$ cat config.mk
export PLATFORM = sky130hd
export DESIGN_NAME = alu_cmd_driver
export DESIGN_NICKNAME = d
export VERILOG_FILES = /design/src/rtl/alu_pkg.sv /design/src/rtl/alu_res_fifo.sv /design/src/rtl/alu_cmd_driver.sv
export SDC_FILE = /design/constraint.sdc
export NUM_CORES = 1
export LEC_CHECK = 0
export CAP_MARGIN = 5
export CELL_PAD_IN_SITES_DETAIL_PLACEMENT = 1
export CELL_PAD_IN_SITES_GLOBAL_PLACEMENT = 1
export CORE_MARGIN = 2
export CORE_UTILIZATION = 52
export CTS_BUF_LIST = sky130_fd_sc_hd__clkbuf_2 sky130_fd_sc_hd__clkbuf_4 sky130_fd_sc_hd__clkbuf_8
export CTS_CLUSTER_SIZE = 20
export DETAILED_ROUTE_END_ITERATION = 10
export DONT_BUFFER_PORTS = 1
export PLACE_DENSITY = 0.79
export SYNTH_ARGS = -nofsm -noshare
export SYNTH_HDL_FRONTEND = slang
export SYNTH_SLANG_ARGS = --single-unit
$ cat constraint.sdc
create_clock -name clk -period 2.76 [get_ports clk]
set_input_delay 0.276 -clock clk [delete_from_list [all_inputs] [get_ports clk]]
set_output_delay 0.276 -clock clk [all_outputs]
set_load 0.005 [all_outputs]
$ cat src/rtl/alu_pkg.sv
// Shared types for the 8-bit ALU command front end: opcodes, command and result records.
package alu_pkg;

  localparam int ALU_DATA_W = 8;
  localparam int ALU_TAG_W  = 4;

  typedef enum logic [2:0] {
    OP_ADD = 3'b000,
    OP_SUB = 3'b001,
    OP_SLL = 3'b010,
    OP_LSR = 3'b011,
    OP_AND = 3'b100,
    OP_OR  = 3'b101,
    OP_XOR = 3'b110,
    OP_EQL = 3'b111
  } alu_op_e;

  typedef struct packed {
    logic [ALU_DATA_W-1:0] a;
    logic [ALU_DATA_W-1:0] b;
    alu_op_e               op;
    logic [ALU_TAG_W-1:0]  tag;
  } alu_cmd_t;

  typedef struct packed {
    logic [ALU_DATA_W-1:0] data;
    logic [ALU_TAG_W-1:0]  tag;
  } alu_res_t;

endpackage

$ cat src/rtl/alu_res_fifo.sv
// Synchronous first-word-fall-through FIFO of ALU results with occupancy count and flush.
module alu_res_fifo
  import alu_pkg::*;
#(
  parameter  int DEPTH = 4,
  localparam int AW    = $clog2(DEPTH),
  localparam int CW    = AW + 1
) (
  input  logic          clk,
  input  logic          reset,
  input  logic          flush_i,
  input  logic          push_i,
  input  logic          pop_i,
  input  alu_res_t      wdata_i,
  output alu_res_t      rdata_o,
  output logic          empty_o,
  output logic [CW-1:0] count_o
);

  alu_res_t      mem_q [DEPTH];
  logic [AW-1:0] wr_ptr_q, rd_ptr_q;
  logic [CW-1:0] count_q;
  logic          do_pop;

  assign empty_o = (count_q == '0);
  assign do_pop  = pop_i && !empty_o;
  assign rdata_o = mem_q[rd_ptr_q];
  assign count_o = count_q;

  // Pointers wrap naturally because DEPTH is a power of two.
  always_ff @(posedge clk) begin
    if (reset || flush_i) begin
      wr_ptr_q <= '0;
      rd_ptr_q <= '0;
      count_q  <= '0;
    end else begin
      if (push_i) wr_ptr_q <= wr_ptr_q + AW'(1);
      if (do_pop) rd_ptr_q <= rd_ptr_q + AW'(1);
      count_q <= count_q + CW'(push_i) - CW'(do_pop);
    end
  end

  always_ff @(posedge clk) begin
    if (push_i && !flush_i) mem_q[wr_ptr_q] <= wdata_i;
  end

  // The upstream credit check makes this unreachable.
  always_ff @(posedge clk) begin
    if (!reset && !flush_i) begin
      assert (!(push_i && count_q == CW'(DEPTH)));
    end
  end

endmodule

$ cat src/rtl/alu_cmd_driver.sv
// Command front end for the combinational ALU: registered issue stage, result capture
// into a credit-protected FWFT FIFO, tagged valid/ready result stream.
module alu_cmd_driver
  import alu_pkg::*;
#(
  parameter int DEPTH = 4,
  parameter int TAG_W = ALU_TAG_W
) (
  input  logic             clk,
  input  logic             reset,
  input  logic             cmd_valid_i,
  output logic             cmd_ready_o,
  input  logic [7:0]       cmd_a_i,
  input  logic [7:0]       cmd_b_i,
  input  logic [2:0]       cmd_op_i,
  input  logic [TAG_W-1:0] cmd_tag_i,
  output logic [7:0]       alu_a_o,
  output logic [7:0]       alu_b_o,
  output logic [2:0]       alu_op_o,
  input  logic [7:0]       alu_res_i,
  output logic             res_valid_o,
  input  logic             res_ready_i,
  output logic [7:0]       res_data_o,
  output logic [TAG_W-1:0] res_tag_o,
  output logic             res_zero_o,
  input  logic             flush_i,
  output logic [15:0]      issued_cnt_o
);

  localparam int CW = $clog2(DEPTH) + 1;

  typedef enum logic {S_IDLE, S_ISSUE} state_e;

  state_e        state_q, state_d;
  logic          issue_v;
  alu_cmd_t      issue_q, issue_d;
  logic [15:0]   issued_cnt_q, issued_cnt_d;
  logic          accept;
  logic [CW-1:0] fifo_count;
  logic [CW:0]   credit_used;
  logic          fifo_empty;
  alu_res_t      fifo_head, fifo_wdata;

  // Tags ride at package width; TAG_W must not exceed ALU_TAG_W.
  assign credit_used = {1'b0, fifo_count} + (CW+1)'(issue_v);
  assign cmd_ready_o = !flush_i && (credit_used < (CW+1)'(DEPTH));
  assign accept      = cmd_valid_i && cmd_ready_o;

  always_ff @(posedge clk) begin
    if (reset || flush_i) state_q <= S_IDLE;
    else                  state_q <= state_d;
  end

  always_comb begin
    state_d = state_q;
    case (state_q)
      S_IDLE:  if (accept) state_d = S_ISSUE;
      S_ISSUE: state_d = accept ? S_ISSUE : S_IDLE;
      default: state_d = S_IDLE;
    endcase
  end

  always_comb begin
    issue_v = (state_q == S_ISSUE);
  end

  always_comb begin
    issue_d      = issue_q;
    issued_cnt_d = issued_cnt_q;
    if (accept) begin
      issue_d.a   = cmd_a_i;
      issue_d.b   = cmd_b_i;
      issue_d.op  = alu_op_e'(cmd_op_i);
      issue_d.tag = ALU_TAG_W'(cmd_tag_i);
      if (issued_cnt_q != 16'hFFFF) issued_cnt_d = issued_cnt_q + 16'd1;
    end
  end

  // Issue stage: operands hold their last value between commands.
  always_ff @(posedge clk) begin
    if (reset) begin
      issue_q      <= '0;
      issued_cnt_q <= '0;
    end else begin
      issue_q      <= issue_d;
      issued_cnt_q <= issued_cnt_d;
    end
  end

  assign alu_a_o      = issue_q.a;
  assign alu_b_o      = issue_q.b;
  assign alu_op_o     = issue_q.op;
  assign issued_cnt_o = issued_cnt_q;

  // Capture stage: the ALU result is pushed while the issue stage is live.
  assign fifo_wdata.data = alu_res_i;
  assign fifo_wdata.tag  = issue_q.tag;

  alu_res_fifo #(.DEPTH(DEPTH)) u_fifo (
    .clk     (clk),
    .reset   (reset),
    .flush_i (flush_i),
    .push_i  (issue_v),
    .pop_i   (res_ready_i),
    .wdata_i (fifo_wdata),
    .rdata_o (fifo_head),
    .empty_o (fifo_empty),
    .count_o (fifo_count)
  );

  assign res_valid_o = !fifo_empty;
  assign res_data_o  = res_valid_o ? fifo_head.data : 8'h00;
  assign res_tag_o   = res_valid_o ? TAG_W'(fifo_head.tag) : '0;
  assign res_zero_o  = res_valid_o && (fifo_head.data == 8'h00);

endmodule

Yosys cells after proc, flatten, opt, wreduce, memory -nomap -nowiden

Memory sizes are Yosys's and may differ from the RTL's. A register that Yosys moved wholly into a read port is not among the register bits.
Cells that the tools add are included.

$add $sub $neg: 6
Order comparisons: 1
Equality and inequality tests: 1
Multiplexer cells: 7
Reduce and logical (&&, ||, !) cells: 11

Operator list:

| kind                    | count |
|---|---|
| $add A16 B1 Y16 const B | 1 |
| $ne A16 B16 Y1 const B  | 1 |
| $logic_not A8 Y1        | 1 |
| $mux W8                 | 1 |
| $logic_and A1 B1 Y1     | 5 |
| $add A2 B1 Y2 const B   | 2 |
| $add A3 B1 Y4           | 1 |
| $lt A4 B3 Y1 const B    | 1 |
| $mux W2                 | 2 |
| $mux W4                 | 1 |
| $add A3 B1 Y3           | 1 |
| $logic_not A3 Y1        | 1 |
| $mux W1                 | 3 |
| $sub A3 B1 Y3           | 1 |
| $logic_not A1 Y1        | 2 |
| $reduce_and A2 Y1       | 1 |
| $logic_or A1 B1 Y1      | 1 |

Register bits: 47
Memory bits (writable): 48
Output and inout port bits: 50
Word-level logic and storage cells: 36
Memories: 1

Memories:

| name         | depth | bits a word | read ports | clocked after memory_dff | write ports | line               | text |
|---|---|---|---|---|---|---|---|
| u_fifo.mem_q | 4     | 12          | 1          | 1                        | 1           | alu_res_fifo.sv:20 | `alu_res_t mem_q [DEPTH];` |

Depth between registers and ports, before layout

Depth in word-level cells: 5
Gate-level depth with buffers: 8
Gate-level depth less buffers: 8

By module

From an unflattened synthesis, not the netlist that was laid out.

Cells, all modules: 327
Area total of the unflattened synthesis: 3991.3 sq um

By module, submodules not included:

| module         | times used | cells an instance | area each (sq um) | sequential area each (sq um) |
|---|---|---|---|---|
| alu_res_fifo   | 1          | 108               | 2219.6            | 1621.6 |
| alu_cmd_driver | 1          | 219               | 1771.7            | 800.8 |

Least setup slack after synthesis

Ideal clock, no wire load.

Path kind: register -> register
Start point: register u_fifo.count_q[2], in the netlist u_fifo.count_o[2]
End point: register issued_cnt_q[15], in the netlist issued_cnt_o[15]
Setup time: 70 ps
Data arrival time: 2099 ps
Setup slack: 591 ps
Cell stages (with the launch flop): 7
Cells stage by stage: dfxtp_1 -> ha_1 -> or3_4 -> o221a_4 -> or4b_4 -> or4_1 -> a21oi_1

Longest elaborated chain between the ends: 5

Ends and longest elaborated chain:

| what                        | line                 | text |
|---|---|---|
| start: declaration          | alu_res_fifo.sv:22   | `logic [CW-1:0] count_q;` |
| start signal: assignment    | alu_res_fifo.sv:39   | `count_q <= count_q + CW'(push_i) - CW'(do_pop);` |
| $add A3 B1 Y4               | alu_cmd_driver.sv:45 | `assign credit_used = {1'b0, fifo_count} + (CW+1)'(issue_v);` |
| $lt A4 B3 Y1                | alu_cmd_driver.sv:46 | `assign cmd_ready_o = !flush_i && (credit_used < (CW+1)'(DEPTH));` |
| $logic_and A1 B1 Y1         | alu_cmd_driver.sv:46 |  |
| $logic_and A1 B1 Y1         | alu_cmd_driver.sv:47 | `assign accept = cmd_valid_i && cmd_ready_o;` |
| $reduce_and A2 Y1 (no line) | -                    |  |
| end signal: assignment      | alu_cmd_driver.sv:86 | `issued_cnt_q <= issued_cnt_d;` |
| end: declaration            | alu_cmd_driver.sv:37 | `logic [15:0] issued_cnt_q, issued_cnt_d;` |

Every way passes these cells.
A chain may end at the register's enable or synchronous reset.

==> impl_metrics.csv <==
group,metric,value,unit
critical_path,critical_path.top_delay_family,"simple AND/OR/NAND/NOR gates",
routing,drt_pass1_iterations,4,
yosys,synth_edf_count,48,
critical_path,crit_fanout,7,
sta,fin_hold_ws,0.0539,ns
place,gp_congestion,0.788,
yosys,synth_area_leaders,"edfxtp_1 (37%), dfxtp_1 (25%), mux4_2 (6.9%)",
final_layout,num-nets-final,387,
floorplanning,dieArea,8280,um2
sta,finalSetupViolations,0,
routing,via_per_inst,5.64,
clock_tree,cts_tree,"built",
global_routing,grt_max_degree,38,
place,numPortBuffers,0,
yosys,synth_top_family_by_area,"simple AND/OR/NAND/NOR gates",
global_routing,antenna_found_initial,0,
critical_path,worstPathRequired,2.48,ns
yosys,ys_warn_count,0,
place,placed_area,4050,um2
critical_path,reg2reg_setup_slack,0.34,ns
yosys,ys_async_sr_fraction,0,%
final_layout,drive_gt1_share,11.8,%
global_routing,overflow,0,
place,dp_hpwl,5.78,mm
clock_tree,cts_buffer_depth,2,
global_routing,grt_first_pass_wirelength,13.7,mm
routing,ant_nets,0,
sta,report.final.slew_viol_count,0,
power,peakVddDrop,0.311,mV
critical_path,worstSetupPathType,"reg2out",
sta,finalHoldViolCount,0,
yosys,yosysTopAreaCell,"edfxtp_1",
final_layout,utilization,60.0,%
run,cap_violations,0,
sta,max_slew_margin,57.2,%
yosys,synthesis.nets,375,
yosys,synth_top_cell_area_share,36.6,%
global_routing,grtUsageTotal,21.1,%
clock_tree,clk_latency,0.35,ns
critical_path,cp.arrival,2.21,ns
yosys,syn_avg_cell_area,11.9,um2
sta,max_freq,0.403,GHz
final_layout,antenna_cells,0,
sta,fin_setup_tns,0,ns
sta,tightest_slew,0.642,ns
status,status,"complete, no violations",
routing,drc_errors,0,
yosys,synthAdderAreaFrac,3.05,%
clock_tree,postCtsSetupRepairBufs,0,
critical_path,critPathLaunchType,"register",
routing,totalWireLength,8.27,mm
clock_tree,cts_sinks,97,
clock_tree,htreeDepth,3,
yosys,synth.cell_area,3940,um2
yosys,synthMuxAreaShare,7.12,%
yosys,ys_types,38,
yosys,synth-seq-area-share,61.6,%
sta,period_share,89.9,%
floorplanning,core_area,7290,um2
floorplanning,die_y,91.0,um
critical_path,path_cells,"buf_4 -> mux4_2 -> nor4_1 -> nor4bb_1",
yosys,synth_compound_area_share,6.42,%
global_routing,grt_pass1_vias,2728,
sta,finClkSkew,0.0132,ns
sta,grt_setup_unrepaired,"no",
critical_path,cpMaxStageDelayCell,"mux4_2",
final_layout,final_area,4380,um2
routing,drt_iter0_markers,73,
routing,vias,2516,
power,leakagePower,1.46,nW
floorplanning,die_x,91.0,um
sta,fin_crit,2.48,ns
critical_path,slowest_delay,0.50,ns
critical_path,path_buf_inv,1,
power,power_density,615,nW/um2
clock_tree,clk_pin_slew,0.10,ns
routing,routedWlPerCell,18.5,um
critical_path,critPathCaptureType,"output pin",
yosys,synth_simple_gate_area_share,17.5,%
yosys,synth-xor-area-share,2.23,%
clock_tree,cts_root_buf,"clkbuf_8",
floorplanning,pin_count,86,
final_layout,area_delta_synth_final,11.3,%
floorplanning,initial_core_util,54.0,%
yosys,postSynthCellCount,330,
yosys,synth_ff_type,"dfxtp_1",
floorplanning,rows,31,
hold_path,hold_class,"in2reg",
yosys,ys_seq_elements,97,
clock_tree,cts_buffers,9,
layout by cell type (no fill, tap or decap), drive strengths merged, types with 8 or more instances in the layout:
master / instances
a21oi: 32
mux4: 12
nor2: 19
inv: 13
edfxtp: 48
and2: 18
dlygate4sd3: 8
nand2: 56
ha: 8
clkbuf: 9
dfxtp: 49
stage by stage:
step,worst slack (ns),total power [mW],std cells
floorplan,0.591,1.65,330
global placement,0.421,1.66,421
detailed placement,0.337,1.66,421
CTS,0.00517,2.70,438
global route,0.126,2.79,446
finish,0.278,2.69,446
area by class of cell:
cell class                 count  area (um2)
fill                         763        2910
sequential                    97        2420
multi-input combinational    211        1430
timing repair buffer          14         138
clock buffer                   9         124
tap                           99         124
clock inverter                 7         106
inverter                       9        33.8
worst paths after layout:
check,from,to,cells past startpoint
max,register,res_zero_o,4
min,cmd_b_i[2],alu_b_o[2],2
max reg2reg,u_fifo.count_o[0],u_fifo.count_o[2],8
min reg2reg,alu_b_o[2],alu_b_o[2],2
report_power, final:
part	switching (mW)	internal, mW	leakage (nW)
clock	0.511	0.529	0.117
sequential	0.0202	1.53	0.838
combinational	0.0606	0.0422	0.502
total	0.592	2.10	1.46
what timing repair did:
action	4_1_cts	5_1_grt
endpoints found under the setup margin	0	1
hold endpoints to repair	37	32
gates resized for setup	0	1
hold buffers	1	8
cell usage after synthesis (2+ instances only):
library cell and instances:
xnor2_1 6, inv_1 9, a21oi_1 32, nand4_1 6, nor2_1 19, ha_1 8, or3_1 5, o31ai_1 3
and2_1 18, o21ai_0 5, or4_1 5, nand3_1 4, clkbuf_1 12, nor2b_1 2, nand2_1 56, and4_1 4
edfxtp_1 48, nand2b_1 3, nor4_1 2, and3_1 2, dfxtp_1 49, xor2_1 4, nor3_1 2, mux4_2 12
state kept, by name (all words and copies together), names as in the netlist, 3 cells and up, named ones only:
signal,count
alu_op_o,3
issued_cnt_o,16
alu_a_o,8
u_fifo.count_o,3
fifo_wdata,4
u_fifo.mem_q,48
alu_b_o,8
logic make-up (layout without fill, tap and decap cells):
kind of cell / Yosys count / in the layout
AND/OR/NAND/NOR: 135 / 135
flip-flops: 97 / 97
AO/OA/AOI/OAI: 44 / 44
buffers and inverters: 22 / 39
multiplexers: 13 / 13
XOR/XNOR: 10 / 10
adder cells (fa/ha/maj): 9 / 9
per-layer routing:
| metal | vias up | track usage [%] | share of wire [%] |
|---|---|---|---|
| met5 | - | 0 | 0 |
| li1 | 1204 | - | - |
| met1 | 1251 | 26.3 | 44 |
| met4 | 0 | 5.68 | 0.69 |
| met3 | 4 | 6.47 | 4.6 |
| met2 | 57 | 35.7 | 51 |
Note: power is estimated with default switching activity, not from simulation.
